===== src/rtl/pipelined_add_sub_pkg.sv =====
// Shared definitions for the pipelined add/subtract datapath.
//   ADD_OP / SUB_OP   : values of the 'sub' input selecting the operation
//   seg_width()       : bits handled by each pipeline segment (WIDTH/STAGES)
//   params_legal()    : true when WIDTH/STAGES form a legal combination
//   PAS_CHECK_PARAMS  : elaboration-time guard placed inside the top module
package pipelined_add_sub_pkg;

    localparam logic ADD_OP = 1'b0;
    localparam logic SUB_OP = 1'b1;

    function automatic int seg_width(input int width, input int stages);
        return (stages > 0) ? (width / stages) : width;
    endfunction

    function automatic bit params_legal(input int width, input int stages);
        return (stages >= 1) && (stages <= width) && ((width % stages) == 0);
    endfunction

endpackage

`define PAS_CHECK_PARAMS(W, S) \
    if (!pipelined_add_sub_pkg::params_legal((W), (S))) begin : g_param_check \
        $error("pipelined_add_sub: STAGES must satisfy 1 <= STAGES <= WIDTH and divide WIDTH"); \
    end


===== src/rtl/pipelined_add_sub_adder_segment.sv =====
// Combinational ripple-carry building blocks.
//   full_adder    : a, b, cin -> sum, cout (one bit)
//   adder_segment : W-bit ripple of full_adder cells
//                   a, b [W-1:0], cin -> sum [W-1:0], cout
// The carry chain uses one local net per bit so no vector feeds back on itself.
module full_adder (
    input  logic a,
    input  logic b,
    input  logic cin,
    output logic sum,
    output logic cout
);
    assign sum  = a ^ b ^ cin;
    assign cout = (a & b) | (cin & (a ^ b));
endmodule

module adder_segment
    import pipelined_add_sub_pkg::*;
#(
    parameter int W = 4
) (
    input  logic [W-1:0] a,
    input  logic [W-1:0] b,
    input  logic         cin,
    output logic [W-1:0] sum,
    output logic         cout
);
    for (genvar i = 0; i < W; i++) begin : g_bit
        logic c_in_s;
        logic c_out_s;
        if (i == 0) begin : g_lsb
            assign c_in_s = cin;
        end else begin : g_upper
            assign c_in_s = g_bit[i-1].c_out_s;
        end
        full_adder u_fa (
            .a    (a[i]),
            .b    (b[i]),
            .cin  (c_in_s),
            .sum  (sum[i]),
            .cout (c_out_s)
        );
    end

    assign cout = g_bit[W-1].c_out_s;
endmodule


===== src/rtl/pipelined_add_sub.sv =====
// Pipelined WIDTH-bit add/subtract with valid/ready handshakes.
//   clk, rst_n           : clock (rising edge), asynchronous active-low reset
//   in_valid / in_ready  : operand beat handshake (in_ready = !out_valid || out_ready)
//   a, b, carry_in, sub  : operands, carry into bit 0 (add only), 0 = add / 1 = sub
//   out_valid/out_ready  : result beat handshake
//   sum, carry_out       : WIDTH-bit result and carry out of the MSB (NOT borrow on sub)
//   overflow             : two's-complement signed overflow
// Stage k adds operand bits [k*SEG_W +: SEG_W] with the carry registered by stage k-1.
// Each stage forwards only the operand bits still to be added (shifted down so the
// next stage always reads its slice at [SEG_W-1:0]) and the result bits produced
// so far, so the registered result grows by SEG_W bits per stage.
// A single global stall holds every stage register while the output is blocked.
module pipelined_add_sub
    import pipelined_add_sub_pkg::*;
#(
    parameter int WIDTH  = 16,
    parameter int STAGES = 4
) (
    input  logic             clk,
    input  logic             rst_n,
    input  logic             in_valid,
    output logic             in_ready,
    input  logic [WIDTH-1:0] a,
    input  logic [WIDTH-1:0] b,
    input  logic             carry_in,
    input  logic             sub,
    output logic             out_valid,
    input  logic             out_ready,
    output logic [WIDTH-1:0] sum,
    output logic             carry_out,
    output logic             overflow
);
    localparam int SEG_W = seg_width(WIDTH, STAGES);
    localparam int LAST  = STAGES - 1;

    `PAS_CHECK_PARAMS(WIDTH, STAGES)

    logic advance_s;
    logic ovf_nxt_s;
    logic ovf_r;

    assign advance_s = !out_valid || out_ready;

    for (genvar k = 0; k < STAGES; k++) begin : g_stage
        localparam int OPW  = WIDTH - k * SEG_W;   // operand bits still to add
        localparam int SUMW = (k + 1) * SEG_W;     // result bits known after this stage

        logic [OPW-1:0]   a_in_s;
        logic [OPW-1:0]   b_in_s;
        logic             c_in_s;
        logic             v_in_s;
        logic [SEG_W-1:0] seg_sum_s;
        logic             seg_cout_s;
        logic [SUMW-1:0]  sum_nxt_s;
        logic [SUMW-1:0]  sum_r;
        logic             c_r;
        logic             v_r;

        if (k == 0) begin : g_head
            // Subtraction folds into addition here: invert b and force the carry in.
            assign a_in_s    = a;
            assign b_in_s    = (sub == SUB_OP) ? ~b : b;
            assign c_in_s    = (sub == SUB_OP) ? 1'b1 : carry_in;
            assign v_in_s    = in_valid;
            assign sum_nxt_s = seg_sum_s;
        end else begin : g_body
            assign a_in_s    = g_stage[k-1].g_ops.a_r;
            assign b_in_s    = g_stage[k-1].g_ops.b_r;
            assign c_in_s    = g_stage[k-1].c_r;
            assign v_in_s    = g_stage[k-1].v_r;
            assign sum_nxt_s = {seg_sum_s, g_stage[k-1].sum_r};
        end

        adder_segment #(
            .W (SEG_W)
        ) u_seg (
            .a    (a_in_s[SEG_W-1:0]),
            .b    (b_in_s[SEG_W-1:0]),
            .cin  (c_in_s),
            .sum  (seg_sum_s),
            .cout (seg_cout_s)
        );

        // Stage valid, carry and partial result; all hold together on a stall.
        always_ff @(posedge clk or negedge rst_n) begin
            if (!rst_n) begin
                v_r   <= 1'b0;
                c_r   <= 1'b0;
                sum_r <= '0;
            end else if (advance_s) begin
                v_r   <= v_in_s;
                c_r   <= seg_cout_s;
                sum_r <= sum_nxt_s;
            end else begin
                v_r   <= v_r;
                c_r   <= c_r;
                sum_r <= sum_r;
            end
        end

        if (k < LAST) begin : g_ops
            logic [OPW-SEG_W-1:0] a_r;
            logic [OPW-SEG_W-1:0] b_r;

            // Operand bits not yet consumed, skewed one stage further down.
            always_ff @(posedge clk or negedge rst_n) begin
                if (!rst_n) begin
                    a_r <= '0;
                    b_r <= '0;
                end else if (advance_s) begin
                    a_r <= a_in_s[OPW-1:SEG_W];
                    b_r <= b_in_s[OPW-1:SEG_W];
                end else begin
                    a_r <= a_r;
                    b_r <= b_r;
                end
            end
        end
    end

    // The last segment holds the operand MSBs (b already inverted for subtract).
    assign ovf_nxt_s = (g_stage[LAST].a_in_s[SEG_W-1] == g_stage[LAST].b_in_s[SEG_W-1]) &&
                       (g_stage[LAST].seg_sum_s[SEG_W-1] != g_stage[LAST].a_in_s[SEG_W-1]);

    // Signed overflow flag, registered alongside the final stage.
    always_ff @(posedge clk or negedge rst_n) begin
        if (!rst_n) begin
            ovf_r <= 1'b0;
        end else if (advance_s) begin
            ovf_r <= ovf_nxt_s;
        end else begin
            ovf_r <= ovf_r;
        end
    end

    assign in_ready  = advance_s;
    assign out_valid = g_stage[LAST].v_r;
    assign sum       = g_stage[LAST].sum_r;
    assign carry_out = g_stage[LAST].c_r;
    assign overflow  = ovf_r;

endmodule


===== config.mk =====
export PLATFORM = sky130hd
export DESIGN_NAME = pipelined_add_sub
export DESIGN_NICKNAME = d
export VERILOG_FILES = /design/src/rtl/pipelined_add_sub_pkg.sv /design/src/rtl/pipelined_add_sub_adder_segment.sv /design/src/rtl/pipelined_add_sub.sv
export SDC_FILE = /design/constraint.sdc
export NUM_CORES = 1
export LEC_CHECK = 0
export ABC_AREA = 1
export CAP_MARGIN = 20
export CORE_MARGIN = 4
export CORE_UTILIZATION = 45
export DETAILED_ROUTE_END_ITERATION = 8
export GPL_TIMING_DRIVEN = 0
export PLACE_DENSITY = 0.68
export SLEW_MARGIN = 20
export SYNTH_ARGS = -nofsm -noshare
export SYNTH_HDL_FRONTEND = slang
export SYNTH_SLANG_ARGS = --single-unit

===== constraint.sdc =====
create_clock -name clk -period 2.6 [get_ports clk]
set_input_delay 0.39 -clock clk [delete_from_list [all_inputs] [get_ports clk]]
set_output_delay 0.39 -clock clk [all_outputs]
set_load 0.01 [all_outputs]

# ---- After elaboration in Yosys (flattened, before gate mapping)
# Index checks and enable logic that the tools add are counted.
dict set report word_totals {
  reg_bits 97
  output_inout_bits 20
  word_cells 107
}
dict set report op_classes {
  n_eq_ne 2
  n_mux 2
  bitwise_logic 81
  reduce_logical 3
}
# operator count
set ops {}
lappend ops {{$and A1 B1 Y1} 32}
lappend ops {{$xor A1 B1 Y1} 32}
lappend ops {{$mux W16} 1}
lappend ops {{$not A16 Y16} 1}
lappend ops {{$or A1 B1 Y1} 16}
lappend ops {{$eq A1 B1 Y1} 1}
lappend ops {{$logic_and A1 B1 Y1} 1}
lappend ops {{$logic_not A1 Y1} 1}
lappend ops {{$logic_or A1 B1 Y1} 1}
lappend ops {{$mux W1} 1}
lappend ops {{$ne A1 B1 Y1} 1}

# ---- Longest topological paths before layout
# Gate-level depths: netlist (run 1).
dict set report depth {
  depth_word 11
  ltp_mapped 10
  depth_no_buf 10
}

# ---- Modules after synthesis
# Synthesis (run 1) repeated with hierarchy kept, for this count alone.
dict set report unflattened {
  hier_cells 437
  hier_area_um2 4119.0
}
# mod instances cells_per_inst area_each_um2 seq_area_each_um2
set modules_own_cells {}
lappend modules_own_cells {pipelined_add_sub 1 421 3798.6 2427.3}
lappend modules_own_cells {full_adder 16 1 20.0 0.0}

# ---- Worst setup path after synthesis (run 1)
# OpenSTA, ideal clock, no wires.
dict set report synth_path {
  kind {in2reg}
  start {input port sub}
  end {register g_stage[0].sum_r[3]}
  arrival_time_ns 2.581
  required_time_ns 2.470
  slack_ns -0.111
  cell_stages 10
  n_path_buf 2
  cell_sequence {buf_2 buf_2 xnor2_1 fa_1 fa_1 fa_1 inv_1 fa_1 nand2_1 o21ai_0}
}
dict set report synth_via {
  elab_chain_len 9
  word_cells_on_any_way 16
  cone_classes {2 x mux; 14 x bitwise}
}
# item line_no
set synth_rtl {}
lappend synth_rtl {{start: declaration} pipelined_add_sub.sv:26} ;# input logic sub,
lappend synth_rtl {{$mux W16} pipelined_add_sub.sv:62} ;# assign b_in_s = (sub == SUB_OP) ? ~b : b;
lappend synth_rtl {{$xor A1 B1 Y1} pipelined_add_sub_adder_segment.sv:14} ;# assign cout = (a & b) | (cin & (a ^ b));
lappend synth_rtl {{$and A1 B1 Y1} pipelined_add_sub_adder_segment.sv:14}
lappend synth_rtl {{$or A1 B1 Y1} pipelined_add_sub_adder_segment.sv:14}
lappend synth_rtl {{$and A1 B1 Y1} pipelined_add_sub_adder_segment.sv:14}
lappend synth_rtl {{$or A1 B1 Y1} pipelined_add_sub_adder_segment.sv:14}
lappend synth_rtl {{$and A1 B1 Y1} pipelined_add_sub_adder_segment.sv:14}
lappend synth_rtl {{$or A1 B1 Y1} pipelined_add_sub_adder_segment.sv:14}
lappend synth_rtl {{$xor A1 B1 Y1 *} pipelined_add_sub_adder_segment.sv:13} ;# assign sum = a ^ b ^ cin;
lappend synth_rtl {{net g_stage[0].u_seg.g_bit[3].u_fa.sum} pipelined_add_sub_adder_segment.sv:10} ;# output logic sum,
lappend synth_rtl {{end signal: assignment} pipelined_add_sub.sv:93} ;# sum_r <= sum_nxt_s;
lappend synth_rtl {{end signal: assignment} pipelined_add_sub.sv:97} ;# sum_r <= sum_r;
lappend synth_rtl {{end: declaration} pipelined_add_sub.sv:55} ;# logic [SUMW-1:0] sum_r;
# The timed path passes the listed nets; every way through them passes the cells marked *.
# A chain may end at the register's enable or synchronous reset.

# ---- Worst setup path in the final report (run 1)
dict set report layout_path {
  start {input port b[0]}
  end {register g_stage[0].sum_r[3]}
}
dict set report layout_via {
  elab_chain_len 10
  word_cells_on_any_way 11
  cone_classes {1 x mux; 10 x bitwise}
}
# item line_no
set layout_rtl {}
lappend layout_rtl {{start: declaration} pipelined_add_sub.sv:24} ;# input logic [WIDTH-1:0] b,
lappend layout_rtl {{$not A16 Y16} pipelined_add_sub.sv:62}
lappend layout_rtl {{$mux W16 *} pipelined_add_sub.sv:62}
lappend layout_rtl {{$xor A1 B1 Y1} pipelined_add_sub_adder_segment.sv:14}
lappend layout_rtl {{$and A1 B1 Y1} pipelined_add_sub_adder_segment.sv:14}
lappend layout_rtl {{$or A1 B1 Y1 *} pipelined_add_sub_adder_segment.sv:14}
lappend layout_rtl {{$and A1 B1 Y1 *} pipelined_add_sub_adder_segment.sv:14}
lappend layout_rtl {{$or A1 B1 Y1 *} pipelined_add_sub_adder_segment.sv:14}
lappend layout_rtl {{$and A1 B1 Y1 *} pipelined_add_sub_adder_segment.sv:14}
lappend layout_rtl {{$or A1 B1 Y1 *} pipelined_add_sub_adder_segment.sv:14}
lappend layout_rtl {{$xor A1 B1 Y1 *} pipelined_add_sub_adder_segment.sv:13}
lappend layout_rtl {{net g_stage[0].u_seg.g_bit[3].u_fa.sum} pipelined_add_sub_adder_segment.sv:10}
# Marks and branches as above.

==> metrics.txt, run 1 <==
# TYPE chip_impl_metric gauge
chip_impl_info{name="outcome",value="complete, no violations"} 1
chip_impl_info{name="yosys.cell_count.top_type",value="sky130_fd_sc_hd__nand2_1"} 1
chip_impl_metric{name="routed_wirelength",unit="mm"} 8.21
chip_impl_metric{name="floorplan.rows",unit=""} 35
chip_impl_metric{name="drive_gt1_share",unit="%"} 9.40
chip_impl_metric{name="detailedRoute.firstIterationViolations",unit=""} 120
chip_impl_info{name="critical_path.startpoint_type",value="input port"} 1
chip_impl_metric{name="maximum_fanout_count_along_the_critical_path",unit=""} 1
chip_impl_metric{name="layout_worst_path_cycle_share",unit="%"} 94.5
chip_impl_metric{name="grt_pass1_wl",unit="mm"} 14.0
chip_impl_metric{name="cap_viol_max_count",unit=""} 0
chip_impl_metric{name="insertedDiodeCount",unit=""} 0
chip_impl_metric{name="port_buffers",unit=""} 56
chip_impl_metric{name="grt_pass1_vias",unit=""} 2950
chip_impl_metric{name="r2r_cells",unit=""} 10
chip_impl_metric{name="height_of_the_die",unit="um"} 105
chip_impl_info{name="critical_path.endpoint_type",value="flip-flop"} 1
chip_impl_metric{name="syn_nets",unit=""} 514
chip_impl_metric{name="ys.warnings.count",unit=""} 0
chip_impl_metric{name="tightest_slew",unit="ns"} 0.441
chip_impl_info{name="tritoncts",value="yes"} 1
chip_impl_metric{name="synthArstFlopShare",unit="%"} 100
chip_impl_metric{name="fin_crit",unit="ns"} 2.46
chip_impl_metric{name="detail_route.first_pass.iterations",unit=""} 4
chip_impl_metric{name="syn-cell-area",unit="mm2"} 0.00422
chip_impl_metric{name="antenna_found_initial",unit=""} 0
chip_impl_metric{name="worst_setup_hold_path_clk_slew",unit="ns"} 0.09
chip_impl_metric{name="postSynthCellCount",unit=""} 459
chip_impl_metric{name="fmax",unit="MHz"} 407
chip_impl_metric{name="cts.htree.levels",unit=""} 3
chip_impl_metric{name="worst_ep_arrival_time",unit="ns"} 2.69
chip_impl_metric{name="cts_max_path_buffers",unit=""} 2
chip_impl_metric{name="flow.area_growth_from_synthesis",unit="%"} 23.0
chip_impl_metric{name="fin_worst_skew",unit="ns"} 0.0133
chip_impl_info{name="post_synth_main_area_contributors",value="sky130_fd_sc_hd__dfrtp_1, sky130_fd_sc_hd__nand2_1, sky130_fd_sc_hd__fa_1, sky130_fd_sc_hd__o21ai_0, sky130_fd_sc_hd__inv_1"} 1
chip_impl_metric{name="boundaryPins",unit=""} 58
chip_impl_metric{name="fill_cells",unit=""} 823
chip_impl_metric{name="dpl_wire_length",unit="mm"} 6.04
chip_impl_metric{name="initial_core_utilization",unit="%"} 45.8
chip_impl_metric{name="pwr_density",unit="mW/mm2"} 1090
chip_impl_info{name="synth.cells.most_frequent",value="sky130_fd_sc_hd__nand2_1, sky130_fd_sc_hd__dfrtp_1, sky130_fd_sc_hd__o21ai_0"} 1
chip_impl_metric{name="overall_fraction_of_global_route_tracks_in_use",unit="%"} 15.9
chip_impl_info{name="worstReg2RegStart",value="g_stage[2].c_r"} 1
chip_impl_metric{name="slew-limit-headroom",unit="%"} 70.6
chip_impl_metric{name="count_of_final_hold_check_violations",unit=""} 0
chip_impl_metric{name="final_nets",unit=""} 583
chip_impl_metric{name="synth-edff-count",unit=""} 0
chip_impl_metric{name="crit_required",unit="ns"} 2.83
chip_impl_metric{name="cts_post_setup_buffers_inserted",unit=""} 0
chip_impl_info{name="min_path_type",value="in2async"} 1
chip_impl_metric{name="core_region_area",unit="mm2"} 0.00920
chip_impl_info{name="worstReg2RegEnd",value="overflow"} 1
chip_impl_metric{name="grt_overflow_total",unit=""} 0
chip_impl_metric{name="setup_violations",unit=""} 0
chip_impl_metric{name="worstSkewPairLatency",unit="ns"} 0.36
chip_impl_metric{name="drt.antenna.violating_nets",unit=""} 0
chip_impl_metric{name="grt_max_degree",unit=""} 77
chip_impl_metric{name="post-route-util",unit="%"} 56.4
chip_impl_info{name="worstSetupPathType",value="in2reg"} 1
chip_impl_metric{name="cts_num_sinks",unit=""} 97
chip_impl_metric{name="irDropWorstVdd",unit="mV"} 0.332
chip_impl_metric{name="post_synth_num_cell_types",unit=""} 18
chip_impl_metric{name="routabilityCongestion",unit=""} 0.754
chip_impl_metric{name="routed_length_per_placed_instance",unit="um"} 12.8
chip_impl_metric{name="stdcell_count",unit=""} 643
chip_impl_metric{name="leakage",unit="uW"} 0.00261
chip_impl_metric{name="drc",unit=""} 0
chip_impl_metric{name="cts_bufs_inserted",unit=""} 9
chip_impl_info{name="cts-root-buf",value="sky130_fd_sc_hd__clkbuf_8"} 1
chip_impl_info{name="synth_top_flop_cell",value="sky130_fd_sc_hd__dfrtp_1"} 1
chip_impl_info{name="synth_area_leader_cell",value="sky130_fd_sc_hd__dfrtp_1"} 1
chip_impl_metric{name="place.detailed.instances",unit=""} 627
chip_impl_metric{name="maxSlewViolCount",unit=""} 0
chip_impl_metric{name="setup_total_negative_slack",unit="ns"} 0
chip_impl_metric{name="synth.ff_latch_count",unit=""} 97
chip_impl_metric{name="via_count",unit=""} 2983
chip_impl_metric{name="top_cell_type_s_share_of_synthesized_area",unit="%"} 57.6
chip_impl_metric{name="synth.yosys.seq_area_share",unit="%"} 57.6
chip_impl_metric{name="post_drt_via_cell_ratio",unit=""} 4.64
chip_impl_info{name="rsz_0062_raised_after_global_routing",value="no"} 1
chip_impl_metric{name="postSynthAreaPerCell",unit="um2"} 9.18
chip_impl_metric{name="floorplan_die_area",unit="mm2"} 0.0110
chip_impl_metric{name="die-width",unit="um"} 105
chip_impl_metric{name="ff2ff_setup_slack",unit="ns"} 0.14
## stage by stage
step           hold slack, ns  instance area (um2)  setup WS [ns]  power (uW)
4_1_cts                 0.435                 5180         0.0498        5720
3_5_place_dp            0.255                 4950         -0.249        4660
5_1_grt                 0.455                 5180        0.00587        6140
2_1_floorplan          0.0944                 4230         0.0249        3800
3_3_place_gp            0.437                 4930          -2.33        4580
6_report                0.433                 5180          0.144        5670
## what timing repair did
item	in CTS	in global routing
hold endpoints to repair	21	0
hold buffers	1	0
setup endpoints to repair	0	1
gates resized for setup	0	1
## cell type report
cell class	instances	area, um2	share of cell area [%]
timing repair buffer	58	599	11.6
multi-input combinational	303	1530	29.5
inverter	36	135	2.61
tap	111	139	2.68
sequential	97	2430	46.8
clock inverter	5	80.1	1.54
clock buffer	10	138	2.65
buffer	23	138	2.65
## critical path: stages
cell,delay [ns]
sky130_fd_sc_hd__clkdlybuf4s50_1,0.42
sky130_fd_sc_hd__xnor2_1,0.15
sky130_fd_sc_hd__fa_2,0.36
sky130_fd_sc_hd__fa_2,0.37
sky130_fd_sc_hd__fa_1,0.37
sky130_fd_sc_hd__inv_1,0.07
sky130_fd_sc_hd__fa_1,0.41
sky130_fd_sc_hd__nand2_1,0.07
sky130_fd_sc_hd__o21ai_0,0.07
## layer usage
metal | global-route usage (%) | routed length (um)
met1 | 21.6 | 3910
met3 | 2.10 | 296
met4 | 6.47 | 147
met5 | 0 | 0
met2 | 26.0 | 3850
## where the power goes
| group | switching (uW) | internal (uW) | leakage [uW] |
|---|---|---|---|
| Sequential | 341 | 2170 | 0.00117 |
| Combinational | 1150 | 938 | 0.00133 |
| Clock | 505 | 561 | 0.000104 |
## placed cells by master (no fill, tap or decap), types with 2 or more instances in the layout
| cell | count |
|---|---|
| sky130_fd_sc_hd__clkdlybuf4s50_1 | 55 |
| sky130_fd_sc_hd__bufinv_16 | 2 |
| sky130_fd_sc_hd__xnor2_1 | 4 |
| sky130_fd_sc_hd__nor2_1 | 2 |
| sky130_fd_sc_hd__nand2_1 | 219 |
| sky130_fd_sc_hd__dfrtp_1 | 97 |
| sky130_fd_sc_hd__buf_6 | 3 |
| sky130_fd_sc_hd__nand3_1 | 12 |
| sky130_fd_sc_hd__fa_2 | 3 |
| sky130_fd_sc_hd__inv_1 | 35 |
| sky130_fd_sc_hd__or2_2 | 10 |
| sky130_fd_sc_hd__fa_1 | 13 |
| sky130_fd_sc_hd__clkinvlp_4 | 2 |
| sky130_fd_sc_hd__buf_4 | 7 |
| sky130_fd_sc_hd__clkbuf_8 | 10 |
| sky130_fd_sc_hd__clkbuf_1 | 6 |
| sky130_fd_sc_hd__buf_2 | 8 |
| sky130_fd_sc_hd__o21ai_0 | 36 |
## sequential cells by signal, indices dropped and copies added (netlist names)
name and flops:
carry_out 1, g_stage.c_r 3, g_stage.g_ops.a_r 24, g_stage.g_ops.b_r 24, g_stage.sum_r 24, g_stage.v_r 3, out_valid 1, overflow 1
sum 16
## cell families after synthesis
kind of cell | Yosys count | share of synthesized area, %
compound gates | 36 | 4.27
fa+ha+maj | 17 | 7.90
flops | 97 | 57.6
simple gates | 245 | 22.9
buf+inv | 59 | 6.32
xor+xnor | 5 | 1.04
## worst max-delay path by stage
| stage | slack (ns) | depth (start not counted) | start | endpoint |
|---|---|---|---|---|
| 6_report | 0.14 | 9 | b[0] | g_stage[0].sum_r[3] |
| 5_1_grt | 0.006 | 9 | b[0] | g_stage[0].sum_r[3] |
| 4_1_cts | 0.05 | 10 | g_stage[2].c_r | overflow |
| 3_5_place_dp | -0.25 | 9 | b[0] | g_stage[0].sum_r[3] |
| 3_3_place_gp | -2.33 | 1 | rst_n | g_stage[0].g_ops.b_r[9] |
| 2_1_floorplan | 0.02 | 10 | sub | g_stage[0].sum_r[3] |
Note: power is estimated with default switching activity, not from simulation.
==> inputs of run 2 (changes only) <==
Clock period 2.6 ns to 2.55 ns, I/O delays scaled along.
==> run 2 against run 1 <==
Compared with the run above:
- via count rose by 2.6%
- clock-buffer cell count fell by 1
- combinational power rose by 4%
- power rose by 6.3%
- critical path type is now reg2reg
- wire length rose by 2.5%
- sequential power rose by 2%
- clock skew fell by 0.0053 ns
- largest power group unchanged
==> metrics.txt, run 2 (same netlist as run 1, synthesis figures left out) <==
# TYPE chip_impl_metric gauge
chip_impl_info{name="largest_registers",value="g_stage.g_ops.a_r (24), g_stage.g_ops.b_r (24), g_stage.sum_r (24)"} 1
chip_impl_metric{name="floorplan.rows",unit=""} 35
chip_impl_metric{name="count_of_final_hold_check_violations",unit=""} 0
chip_impl_metric{name="final_nets",unit=""} 584
chip_impl_metric{name="maxSlewViolCount",unit=""} 0
chip_impl_metric{name="r2r_cells",unit=""} 10
chip_impl_metric{name="cell_internal_pwr",unit="uW"} 3940
chip_impl_metric{name="cap_viol_max_count",unit=""} 0
chip_impl_metric{name="leakage",unit="uW"} 0.00265
chip_impl_metric{name="share_seq_of_total_power",unit="%"} 42.7
chip_impl_metric{name="p_sw",unit="uW"} 2080
chip_impl_metric{name="stdcell_count",unit=""} 645
chip_impl_metric{name="worst_setup_hold_path_clk_slew",unit="ns"} 0.09
chip_impl_metric{name="fmax",unit="MHz"} 412
chip_impl_metric{name="finish.instance_area",unit="mm2"} 0.00526
chip_impl_metric{name="tightest_slew",unit="ns"} 0.447
chip_impl_metric{name="height_of_the_die",unit="um"} 105
chip_impl_metric{name="worst_ep_arrival_time",unit="ns"} 2.74
chip_impl_info{name="most_common_cell_after_layout_fill_and_taps_aside",value="sky130_fd_sc_hd__nand2_1"} 1
chip_impl_metric{name="setup_violations",unit=""} 0
chip_impl_info{name="min_path_type",value="in2async"} 1
chip_impl_metric{name="drt.antenna.violating_nets",unit=""} 0
chip_impl_metric{name="cts_num_sinks",unit=""} 97
chip_impl_metric{name="clkPwrFrac",unit="%"} 21.3
chip_impl_metric{name="core_region_area",unit="mm2"} 0.00920
chip_impl_info{name="cts-root-buf",value="sky130_fd_sc_hd__clkbuf_8"} 1
chip_impl_info{name="rsz_0062_raised_after_global_routing",value="no"} 1
chip_impl_metric{name="cp_slowest_stage_delay",unit="ns"} 0.45
chip_impl_metric{name="power_frac_comb",unit="%"} 35.9
chip_impl_info{name="worstSetupPathType",value="reg2reg"} 1
chip_impl_metric{name="dp_worst_slack",unit="ns"} -0.299
chip_impl_info{name="layout_common_cells",value="sky130_fd_sc_hd__nand2_1, sky130_fd_sc_hd__dfrtp_1, sky130_fd_sc_hd__clkdlybuf4s50_1"} 1
chip_impl_metric{name="timing.critical_path.buf_inv",unit=""} 3
chip_impl_metric{name="place.detailed.instances",unit=""} 627
chip_impl_metric{name="fin_worst_skew",unit="ns"} 0.00792
chip_impl_metric{name="swShare",unit="%"} 34.6
chip_impl_metric{name="post_drt_via_cell_ratio",unit=""} 4.75
chip_impl_metric{name="worstSkewPairLatency",unit="ns"} 0.36
chip_impl_metric{name="detail_route.first_pass.iterations",unit=""} 4
chip_impl_metric{name="pwr_density",unit="mW/mm2"} 1150
chip_impl_metric{name="initial_core_utilization",unit="%"} 45.8
chip_impl_metric{name="cts.htree.levels",unit=""} 3
chip_impl_metric{name="layout_worst_path_cycle_share",unit="%"} 95.2
chip_impl_info{name="tritoncts",value="yes"} 1
chip_impl_metric{name="antenna_found_initial",unit=""} 0
chip_impl_metric{name="post-route-util",unit="%"} 57.1
chip_impl_metric{name="timing.hold.ws",unit="ns"} 0.429
chip_impl_metric{name="overall_fraction_of_global_route_tracks_in_use",unit="%"} 16.5
chip_impl_metric{name="irDropWorstVdd",unit="mV"} 0.451
chip_impl_metric{name="grt_pass1_wl",unit="mm"} 14.5
chip_impl_metric{name="critical_path_depth",unit=""} 10
chip_impl_metric{name="routed_wirelength",unit="mm"} 8.42
chip_impl_metric{name="routed_length_per_placed_instance",unit="um"} 13.0
chip_impl_metric{name="flow.area_growth_from_synthesis",unit="%"} 24.7
chip_impl_metric{name="grt_overflow_total",unit=""} 0
chip_impl_metric{name="dpl-instance-area",unit="mm2"} 0.00495
chip_impl_metric{name="grt_max_degree",unit=""} 77
chip_impl_info{name="outcome",value="complete, no violations"} 1
chip_impl_metric{name="slew-limit-headroom",unit="%"} 70.2
chip_impl_metric{name="grt_pass1_vias",unit=""} 3006
chip_impl_metric{name="routabilityCongestion",unit=""} 0.756
chip_impl_info{name="critical_path.endpoint_type",value="flip-flop"} 1
chip_impl_metric{name="die-width",unit="um"} 105
chip_impl_metric{name="crit_required",unit="ns"} 2.86
chip_impl_metric{name="cts_max_path_buffers",unit=""} 2
chip_impl_metric{name="cts_bufs_inserted",unit=""} 9
chip_impl_metric{name="maximum_fanout_count_along_the_critical_path",unit=""} 2
chip_impl_metric{name="fin_crit",unit="ns"} 2.43
chip_impl_info{name="path_cells",value="fa_2, inv_2, fa_1, inv_1, fa_2, inv_1, fa_1, xnor2_1, nand2_1, nand2_1"} 1
chip_impl_metric{name="detailedRoute.firstIterationViolations",unit=""} 133
chip_impl_metric{name="drc",unit=""} 0
chip_impl_metric{name="insertedDiodeCount",unit=""} 0
chip_impl_metric{name="floorplan_die_area",unit="mm2"} 0.0110
chip_impl_metric{name="drive_gt1_share",unit="%"} 10.5
chip_impl_metric{name="boundaryPins",unit=""} 58
chip_impl_info{name="timing.critical_path.max_delay_family",value="adder cells"} 1
chip_impl_info{name="critical_path.startpoint_type",value="flip-flop"} 1
chip_impl_metric{name="post-route-worst-setup-slack",unit="ns"} 0.122
chip_impl_info{name="cpMaxStageDelayCell",value="sky130_fd_sc_hd__fa_1"} 1
chip_impl_metric{name="port_buffers",unit=""} 56
chip_impl_metric{name="dpl_wire_length",unit="mm"} 6.19
chip_impl_metric{name="via_count",unit=""} 3061
-- run 2: layout make-up --
class / instances / area [um2]
well taps: 111 / 139
flip-flops and latches: 97 / 2430
plain buffers: 23 / 138
fillers: 829 / 3940
repair buffers: 59 / 609
clock inverters: 7 / 141
clock buffers: 9 / 124
multi-input cells: 303 / 1540
inverters: 36 / 135
-- run 2: metrics by stage --
| step | total power, uW | TNS [ns] |
|---|---|---|
| 4_1_cts | 6070 | 0 |
| 3_5_place_dp | 4760 | -0.299 |
| 2_1_floorplan | 3880 | -0.0176 |
| 3_3_place_gp | 4660 | -230.20 |
| 6_report | 6030 | 0 |
| 5_1_grt | 6550 | 0 |
-- run 2: final timing paths --
kind | from | end | slack, ns
worst max-delay path | g_stage[2].c_r | overflow | 0.12
worst min-delay path | rst_n | overflow | 0.43
worst max register to register | g_stage[2].c_r | overflow | 0.12
worst min register to register | g_stage[2].v_r | out_valid | 0.47
max in group asynchronous | rst_n | g_stage[0].g_ops.b_r[6] | 1.50
min in group clk | sub | g_stage[0].g_ops.b_r[1] | 0.46
-- run 2: power by group through the flow --
| stage | clock network [uW] | logic (uW) | registers, uW |
|---|---|---|---|
| floorplan | 0 | 1280 | 2590 |
| global placement | 0 | 2090 | 2580 |
| detailed placement | 0 | 2160 | 2600 |
| CTS | 1300 | 2190 | 2570 |
| global route | 1370 | 2510 | 2660 |
| finish | 1290 | 2160 | 2580 |
-- run 2: timing repair --
item                       4_1_cts  5_1_grt
pin swaps                        0        5
resized for setup                1        5
buffers inserted                 1        0
setup endpoints to repair        1        2
hold endpoints to repair        21        0
hold buffers                     1        0
-- run 2: layer usage --
layer	wire [um]	track usage, %
met2	4070	26.8
met1	3950	22.7
met4	138	6.19
met3	252	2.47
met5	0	0
